File: src/rtl/seg7_pkg.sv
// Shared types and constants for the multi-digit seven-segment counter.
// Holds the segment encoding table and the tile input bit positions.
package seg7_pkg;

  typedef logic [3:0] digit_t;

  localparam logic [6:0] SEG_BLANK = 7'h00;

  // Segment patterns for nibble values 0..F, bit0 = segment a
  localparam logic [6:0] SEG_CODES [16] = '{
    7'h3F, 7'h06, 7'h5B, 7'h4F,
    7'h66, 7'h6D, 7'h7D, 7'h07,
    7'h7F, 7'h6F, 7'h77, 7'h7C,
    7'h39, 7'h5E, 7'h79, 7'h71
  };

  localparam int UI_RUN   = 0;
  localparam int UI_DOWN  = 1;
  localparam int UI_CLEAR = 2;
  localparam int UI_HEX   = 3;
  localparam int UI_LOAD  = 4;
  localparam int UI_BLANK = 5;

  localparam int UIO_PRESET_LSB = 4;
  localparam int UIO_PRESET_MSB = 7;

endpackage

File: src/rtl/seg7_decoder.sv
// Nibble to seven-segment pattern, forced dark when blank is set.
// Purely combinational; no handshake.
module seg7_decoder
  import seg7_pkg::*;
(
  input  digit_t     nib,
  input  logic       blank,
  output logic [6:0] seg
);

  always_comb begin
    seg = SEG_CODES[nib];
    if (blank) begin
      seg = SEG_BLANK;
    end
  end

endmodule

File: src/rtl/tt_um_seven_segment_multidigit_ksandov4.sv
// Up/down BCD/hex counter with prescaled tick, scanned onto a shared segment bus.
// Outputs registered (1-cycle latency); ena=0 freezes every register.
module tt_um_seven_segment_multidigit_ksandov4
  import seg7_pkg::*;
#(
  parameter int TICK_DIV       = 10_000_000,
  parameter int SCAN_DIV       = 1024,
  parameter int NUM_DIGITS     = 4,
  parameter int SEG_ACTIVE_LOW = 0
) (
  input  logic [7:0] ui_in,
  output logic [7:0] uo_out,
  input  logic [7:0] uio_in,
  output logic [7:0] uio_out,
  output logic [7:0] uio_oe,
  input  logic       ena,
  input  logic       clk,
  input  logic       rst_n
);

  localparam int PW = (TICK_DIV > 1) ? $clog2(TICK_DIV) : 1;
  localparam int SW = (SCAN_DIV > 1) ? $clog2(SCAN_DIV) : 1;

  localparam logic [PW-1:0] PRESC_LAST = PW'(TICK_DIV - 1);
  localparam logic [SW-1:0] SCAN_LAST  = SW'(SCAN_DIV - 1);
  localparam logic [1:0]    IDX_LAST   = 2'(NUM_DIGITS - 1);

  localparam logic [6:0] SEG_INV = (SEG_ACTIVE_LOW != 0) ? 7'h7F : 7'h00;
  localparam logic [3:0] SEL_INV = (SEG_ACTIVE_LOW != 0) ? 4'hF : 4'h0;

  logic run;
  logic down;
  logic clear;
  logic hex;
  logic load;
  logic blank_en;
  digit_t preset;

  assign run      = ui_in[UI_RUN];
  assign down     = ui_in[UI_DOWN];
  assign clear    = ui_in[UI_CLEAR];
  assign hex      = ui_in[UI_HEX];
  assign load     = ui_in[UI_LOAD];
  assign blank_en = ui_in[UI_BLANK];
  assign preset   = uio_in[UIO_PRESET_MSB:UIO_PRESET_LSB];

  logic unused_inputs;
  assign unused_inputs = &{1'b0, ui_in[7:6], uio_in[3:0]};

  digit_t [3:0]  count;
  digit_t [3:0]  next_count;
  digit_t [3:0]  load_count;
  logic [PW-1:0] presc;
  logic          tick_tgl;
  logic [SW-1:0] scan_cnt;
  logic [1:0]    scan_idx;
  logic [7:0]    uo_q;
  logic [3:0]    sel_q;

  digit_t dmax;
  digit_t load_val;
  logic   carry;

  assign dmax     = hex ? 4'hF : 4'h9;
  assign load_val = (!hex && (preset > 4'd9)) ? 4'd9 : preset;

  // A stale hex digit in BCD mode counts as 9 going up and snaps to 9 going down
  always_comb begin
    next_count = count;
    load_count = '0;
    carry      = 1'b1;
    for (int i = 0; i < 4; i++) begin
      if (i < NUM_DIGITS) begin
        load_count[i] = load_val;
        if (carry) begin
          if (!down) begin
            if (count[i] >= dmax) begin
              next_count[i] = '0;
            end else begin
              next_count[i] = count[i] + 4'd1;
              carry         = 1'b0;
            end
          end else begin
            if (count[i] == '0) begin
              next_count[i] = dmax;
            end else if (count[i] > dmax) begin
              next_count[i] = dmax;
              carry         = 1'b0;
            end else begin
              next_count[i] = count[i] - 4'd1;
              carry         = 1'b0;
            end
          end
        end
      end
    end
  end

  always_ff @(posedge clk or negedge rst_n) begin
    if (!rst_n) begin
      count    <= '0;
      presc    <= '0;
      tick_tgl <= 1'b0;
    end else if (ena) begin
      if (clear) begin
        count <= '0;
        presc <= '0;
      end else if (load) begin
        count <= load_count;
        presc <= '0;
      end else if (run) begin
        if (presc == PRESC_LAST) begin
          presc    <= '0;
          count    <= next_count;
          tick_tgl <= ~tick_tgl;
        end else begin
          presc <= presc + PW'(1);
        end
      end
    end
  end

  always_ff @(posedge clk or negedge rst_n) begin
    if (!rst_n) begin
      scan_cnt <= '0;
      scan_idx <= '0;
    end else if (ena) begin
      if (scan_cnt == SCAN_LAST) begin
        scan_cnt <= '0;
        scan_idx <= (scan_idx == IDX_LAST) ? 2'd0 : scan_idx + 2'd1;
      end else begin
        scan_cnt <= scan_cnt + SW'(1);
      end
    end
  end

  // Blank a non-zero position when it and everything above it reads zero
  logic higher_nz;
  logic blank;

  always_comb begin
    higher_nz = 1'b0;
    for (int j = 0; j < 4; j++) begin
      if ((j < NUM_DIGITS) && (2'(j) >= scan_idx) && (count[j] != '0)) begin
        higher_nz = 1'b1;
      end
    end
    blank = blank_en && (scan_idx != 2'd0) && !higher_nz;
  end

  logic [6:0] seg;

  seg7_decoder u_decoder (
    .nib   (count[scan_idx]),
    .blank (blank),
    .seg   (seg)
  );

  always_ff @(posedge clk or negedge rst_n) begin
    if (!rst_n) begin
      uo_q  <= {1'b0, SEG_INV};
      sel_q <= SEL_INV;
    end else if (ena) begin
      uo_q  <= {tick_tgl, seg ^ SEG_INV};
      sel_q <= (4'b0001 << scan_idx) ^ SEL_INV;
    end
  end

  assign uo_out  = uo_q;
  assign uio_out = {4'h0, sel_q};
  assign uio_oe  = 8'h0F;

endmodule

File: config.mk
export PLATFORM = sky130hd
export DESIGN_NAME = tt_um_seven_segment_multidigit_ksandov4
export DESIGN_NICKNAME = d
export VERILOG_FILES = /design/src/rtl/seg7_pkg.sv /design/src/rtl/seg7_decoder.sv /design/src/rtl/tt_um_seven_segment_multidigit_ksandov4.sv
export SDC_FILE = /design/constraint.sdc
export NUM_CORES = 1
export LEC_CHECK = 0
export ABC_AREA = 1
export CORE_ASPECT_RATIO = 1.1
export CORE_MARGIN = 10
export CORE_UTILIZATION = 48
export CTS_CLUSTER_SIZE = 10
export DETAILED_ROUTE_END_ITERATION = 16
export PLACE_DENSITY_LB_ADDON = 0.08
export SYNTH_ARGS = -nofsm -noshare
export SYNTH_HDL_FRONTEND = slang
export SYNTH_SLANG_ARGS = --single-unit
File: constraint.sdc
create_clock -name clk -period 5 [get_ports clk]
set_clock_uncertainty 0.1 [all_clocks]
set_input_delay 0.75 -clock clk [delete_from_list [all_inputs] [get_ports clk]]
set_output_delay 0.75 -clock clk [all_outputs]
set_load 0.02 [all_outputs]
==> results of run 1 <==
## critical path, delay by kind of cell
family                 cells  cell delay [ns]
AND/OR/NAND/NOR            2             0.60
buffers and inverters      3             1.53
AO/OA/AOI/OAI              2             0.56
## area by class of cell
class / instances / share of cell area [%]
flip-flops and latches: 65 / 31.05
clock buffers: 9 / 2.364
multi-input cells: 536 / 51.68
repair buffers: 25 / 4.633
well taps: 120 / 2.866
inverters: 91 / 6.520
clock inverters: 7 / 0.8837
## synthesized netlist by cell type (all sizes together)
library cell  instances  area share, %
xor2                 24            4.4
a21oi                27            2.8
nand4                18            2.5
or2                   1           0.13
nor3b                 3           0.47
nor4                  2           0.26
nor3                 15            1.6
xnor2                 4           0.73
clkinv                1          0.078
a31oi                 1           0.13
nor2                 76            6.3
inv                  90            7.1
conb                  2           0.16
o21ai                46            5.0
dfrtp                65             34
o22ai                 4           0.52
buf                  17            2.4
o211ai                2           0.31
and2                  1           0.13
a21o                  1           0.16
nand3                65            6.8
ha                   27            7.1
clkbuf                9           0.73
nand2               207             16
## registers in the layout (all words and copies together) (netlist names)
signal	count
scan_cnt	10
scan_idx	2
tick_tgl	1
count	16
uo_out	8
sel_q	4
presc	24
## cells by family after synthesis
kind of cell / count (synthesis) / share of synthesized area (%)
flip-flops: 65 / 33.98
buffers and inverters: 117 / 10.25
other: 2 / 0.1569
adder cells (fa/ha/maj): 27 / 7.057
AO/OA/AOI/OAI: 81 / 8.991
XOR/XNOR: 28 / 5.123
AND/OR/NAND/NOR: 388 / 34.45
## metal layers
layer | GRT usage, % | share of wire, % | routed length [um] | vias to the layer above
met5 | 0 | 0 | 0 | -
met2 | 27.98 | 49 | 5706 | 95
met4 | 8.090 | 2.9 | 342 | 0
li1 | - | - | - | 2290
met3 | 2.938 | 3.4 | 397 | 24
met1 | 20.48 | 45 | 5192 | 2055
## worst paths after layout
| kind | from | end | slack [ns] | cells after the start |
|---|---|---|---|---|
| worst max-delay path | ena | count[0]$_DFFE_PN0P_ | 1.72 | 7 |
| worst min-delay path | rst_n | scan_cnt[8]$_DFFE_PN0P_ | 0.32 | 1 |
| worst max register to register | presc[0]$_DFFE_PN0P_ | count[0]$_DFFE_PN0P_ | 2.53 | 9 |
| worst min register to register | sel_q[2]$_DFFE_PN0P_ | sel_q[2]$_DFFE_PN0P_ | 0.38 | 2 |
| max in group asynchronous | rst_n | count[1]$_DFFE_PN0P_ | 3.54 | 2 |
| min in group clk | sel_q[2]$_DFFE_PN0P_ | sel_q[2]$_DFFE_PN0P_ | 0.38 | 2 |
## power groups by stage
stage                     Combinational (mW)  Clock (mW)  Sequential (mW)
after floorplan                        0.437           0            0.690
after global placement                 0.573           0            0.701
after detailed placement               0.590           0            0.703
after CTS                              0.593       0.424            0.693
after global routing                   0.690       0.443            0.706
final                                  0.593       0.414            0.691
==> metrics.cfg, run 1 <==
[worst_setup_path]
path_cells = clkdlybuf4s50_1 > inv_2 > o21ai_4 > nand2_1 > inv_1 > nand3_1 > o21ai_0
critPathLaunchType = input port
crit_slowest_cell = clkdlybuf4s50_1
cp_max_fo = 18
slowest_delay_ns = 0.78
cp.arrival_ns = 3.47
crit_required_ns = 5.19
critical_path_class = in2reg
worstSetupEndpointType = register

[flow_run]
cap_viol_max_count = 0

[timing]
fin_ws_ns = 1.719
final-hold-violation-count = 0
finalSetupTns_ns = 0
period_needed_ns = 3.281
fmaxAchievable_ghz = 0.3048
final.period_utilization_pct = 65.62
fin_hold_ws_ns = 0.3203
tightest_slew_ns = 0.7446
slew_headroom_pct = 50.20
setup_viol = 0
rsz0062_at_grt = no
final_max_slew_viol_count = 0

[drt]
vias = 4464
drtIter0Drc = 311
drt_first_pass_iters = 5
postRouteAntennaNets = 0
route.detailed.drc = 0
wire_per_inst_um = 13.64
viasPerCell = 5.233
wl_um = 11640

[clock_network]
cts_setup_buffers = 0
cts_resized = 0
numCtsBuffers = 9
cts_tree = built
clkLatencyLatePin_ns = 0.37
cts_root_buf = clkbuf_8
clk_pin_slew_ns = 0.08
htree_levels = 3
cts.path.max_buffers = 2
holdBufCountCts = 0
cts.sinks = 65

[cells_and_area]
diodes = 0
fillers = 996
design_area_mm2 = 0.005239
drive_above_1_share_pct = 3.956
multi_input_area_mm2 = 0.002708
fin_cells = 853
final_cell_mix = nand2_1 (206), inv_1 (88), nor2_1 (71)
final_common_cell = nand2_1
register_area_mm2 = 0.001627
final_nets = 774
final_util_pct = 53.49
syn_to_final_growth_pct = 9.435

[power]
p_sw_mw = 0.6949
netSwitchingFraction_pct = 40.90
internal-power_mw = 1.004
power_mw = 1.699
combPwrFrac_pct = 34.9
clkPwrFrac_pct = 24.4
power_density_mw_per_mm2 = 324.3
power_frac_seq_pct = 40.7
leakage_nw = 2.702
vdd_drop_max_uv = 182.4

[grt]
grt_use_total_pct = 16.91
grt_pass1_wl_um = 20230
grt_max_degree = 36
overflow = 0
grt_pass1_vias = 4354
antenna_found_initial = 0

[placement]
placed_area_mm2 = 0.005069
pre_cts_slack_ns = 1.318
post-dp-hpwl_um = 8819
port_buffers = 24
gp_congestion = 0.9115
placed_cells = 837

[logic_synthesis]
ys_ff_latch = 65
netlist_area_mm2 = 0.004787
syn_avg_cell_area_um2 = 6.761
yosys_warnings = 0
synthCells = 708
synth_cell_types = 33
ys_seq_area_share_pct = 33.98

[worst_hold_path]
hold_class = in2async

[floorplan]
pin_count = 43
design.core.area_mm2 = 0.009794
dieWidth_um = 115.2
floorplan.initialDensity_pct = 48.88
die_h_um = 124.7
row_count = 38
die_area_mm2 = 0.01437

[run_status]
status = completed

(Power assumes the default switching activity.)
==> inputs of run 2 (changes only) <==
clock period = 3.25 ns   (was 5 ns; I/O delays follow)
==> metrics.cfg, run 2 (same netlist as run 1, synthesis figures left out) <==
[run_status]
status = completed

[placement]
placed_area_mm2 = 0.005106
placed_cells = 842
pre_cts_slack_ns = 0.2470
port_buffers = 24
gp_congestion = 0.8545
post-dp-hpwl_um = 8812

[worst_hold_path]
hold_class = in2async

[cells_and_area]
final_util_pct = 54.08
final_cell_mix = nand2_1 (206), inv_1 (88), nor2_1 (71)
largest_reg_flops = 24
top_regs = presc: 24 flops, count: 16 flops, scan_cnt: 10 flops
design_area_mm2 = 0.005296
diodes = 0
largest-register = presc
fillers = 993
syn_to_final_growth_pct = 10.64
final_nets = 779
fin_cells = 858
final_common_cell = nand2_1
drive_above_1_share_pct = 4.607

[timing]
final_max_slew_viol_count = 0
tightest_slew_ns = 0.8439
final.period_utilization_pct = 81.81
fin_ws_ns = 0.5912
slew_headroom_pct = 43.74
fmaxAchievable_ghz = 0.3761
final-hold-violation-count = 0
period_needed_ns = 2.659
rsz0062_at_grt = no
fin_hold_ws_ns = 0.2098
setup_viol = 0
finalSetupTns_ns = 0

[drt]
drtIter0Drc = 346
dr_wl_met3_um = 384
routed.top_layer = met4
wl_um = 11850
postRouteAntennaNets = 0
viasPerCell = 5.217
vias = 4476
wirelength_met1_um = 5176
drt_first_pass_iters = 4
route.detailed.drc = 0
wl_met2_um = 5974
wire_per_inst_um = 13.81

[grt]
grt_pass1_wl_um = 20250
antenna_found_initial = 0
grt_use_total_pct = 16.98
overflow = 0
grt_pass1_vias = 4289
grt_max_degree = 66

[worst_setup_path]
crit_buf_inv = 2
cp_common_cell = nand2_1
worstSetupEndpointType = register
rr_startpoint = scan_idx[0]$_DFFE_PN0P_
critPathLaunchType = input port
regToRegSetupSlack_ns = 1.00
slowest_delay_ns = 0.56
reg2reg_depth = 7
critical_path_class = in2reg
cp.arrival_ns = 2.86
cp_max_fo = 8
path_delay_family = simple AND/OR/NAND/NOR gates
crit_required_ns = 3.45
path_cells = clkdlybuf4s50_1 > inv_1 > ha_1 > nand2_1 > nand2_1 > nand2_1 > nand2_1 > nand2_1 > nand2_1 > nand4_2 > nor2_1 > nand2_1 > nand2_1
crit_slowest_cell = clkdlybuf4s50_1
startpoint = ui_in[3]
rr_endpoint = uo_out[4]$_DFFE_PN0P_

[floorplan]
die_h_um = 124.7
floorplan.initialDensity_pct = 48.88
pin_count = 43
row_count = 38
die_area_mm2 = 0.01437
design.core.area_mm2 = 0.009794
dieWidth_um = 115.2

[power]
vdd_drop_max_uv = 267.9
power_mw = 2.666
leakage_nw = 2.740
power_density_mw_per_mm2 = 503.4

[clock_network]
cts.path.max_buffers = 2
holdBufCountCts = 0
clkLatencyLatePin_ns = 0.36
cts_root_buf = clkbuf_8
cts_setup_buffers = 0
cts_tree = built
clk_pin_slew_ns = 0.08
cts.sinks = 65
cts_resized = 0
numCtsBuffers = 9
htree_levels = 3

[flow_run]
cap_viol_max_count = 0

[run 2: cell count changes in the layout (fill, tap and decap cells not counted)]
cell,change
clkinv_4,+2
clkinvlp_4,-2
buf_4,+5
clkbuf_8,+2
clkinv_2,-2
[run 2: routing by layer]
metal / track usage, % / vias to the layer above
met5: 0 / -
met4: 7.143 / 0
met3: 2.842 / 22
met2: 28.25 / 78
met1: 20.90 / 2080
li1: - / 2296
[run 2: cell type report]
class                   count  area [um2]  share of cell area, %
multi-input cells         536        2708                  51.12
flip-flops and latches     65        1627                  30.71
inverters                  91       341.6                  6.449
repair buffers             30       280.3                  5.292
clock buffers              11       151.4                  2.858
well taps                 120       150.1                  2.835
clock inverters             5       38.79                 0.7323
[run 2: how the worst max path moves through the flow]
stage,endpoint,slack [ns],cells past startpoint
floorplan,count[13]$_DFFE_PN0P_,1.28,12
global placement,count[12]$_DFFE_PN0P_,0.31,13
detailed placement,count[12]$_DFFE_PN0P_,0.25,13
CTS,count[15]$_DFFE_PN0P_,0.62,13
global route,count[15]$_DFFE_PN0P_,0.32,13
finish,count[12]$_DFFE_PN0P_,0.59,13
[run 2: report_power, final]
part	switching, mW	internal, mW
logic	0.566	0.349
registers	0.140	0.926
clock network	0.362	0.323
total	1.07	1.60
[run 2: worst reg2reg max path, delay by kind of cell, from the launching register on]
kind	cells	cell delay, ns
AOI/OAI and AO/OA	3	0.54
buffers and inverters	2	0.58
and+or+nand+nor	2	0.31
DFF	1	0.60
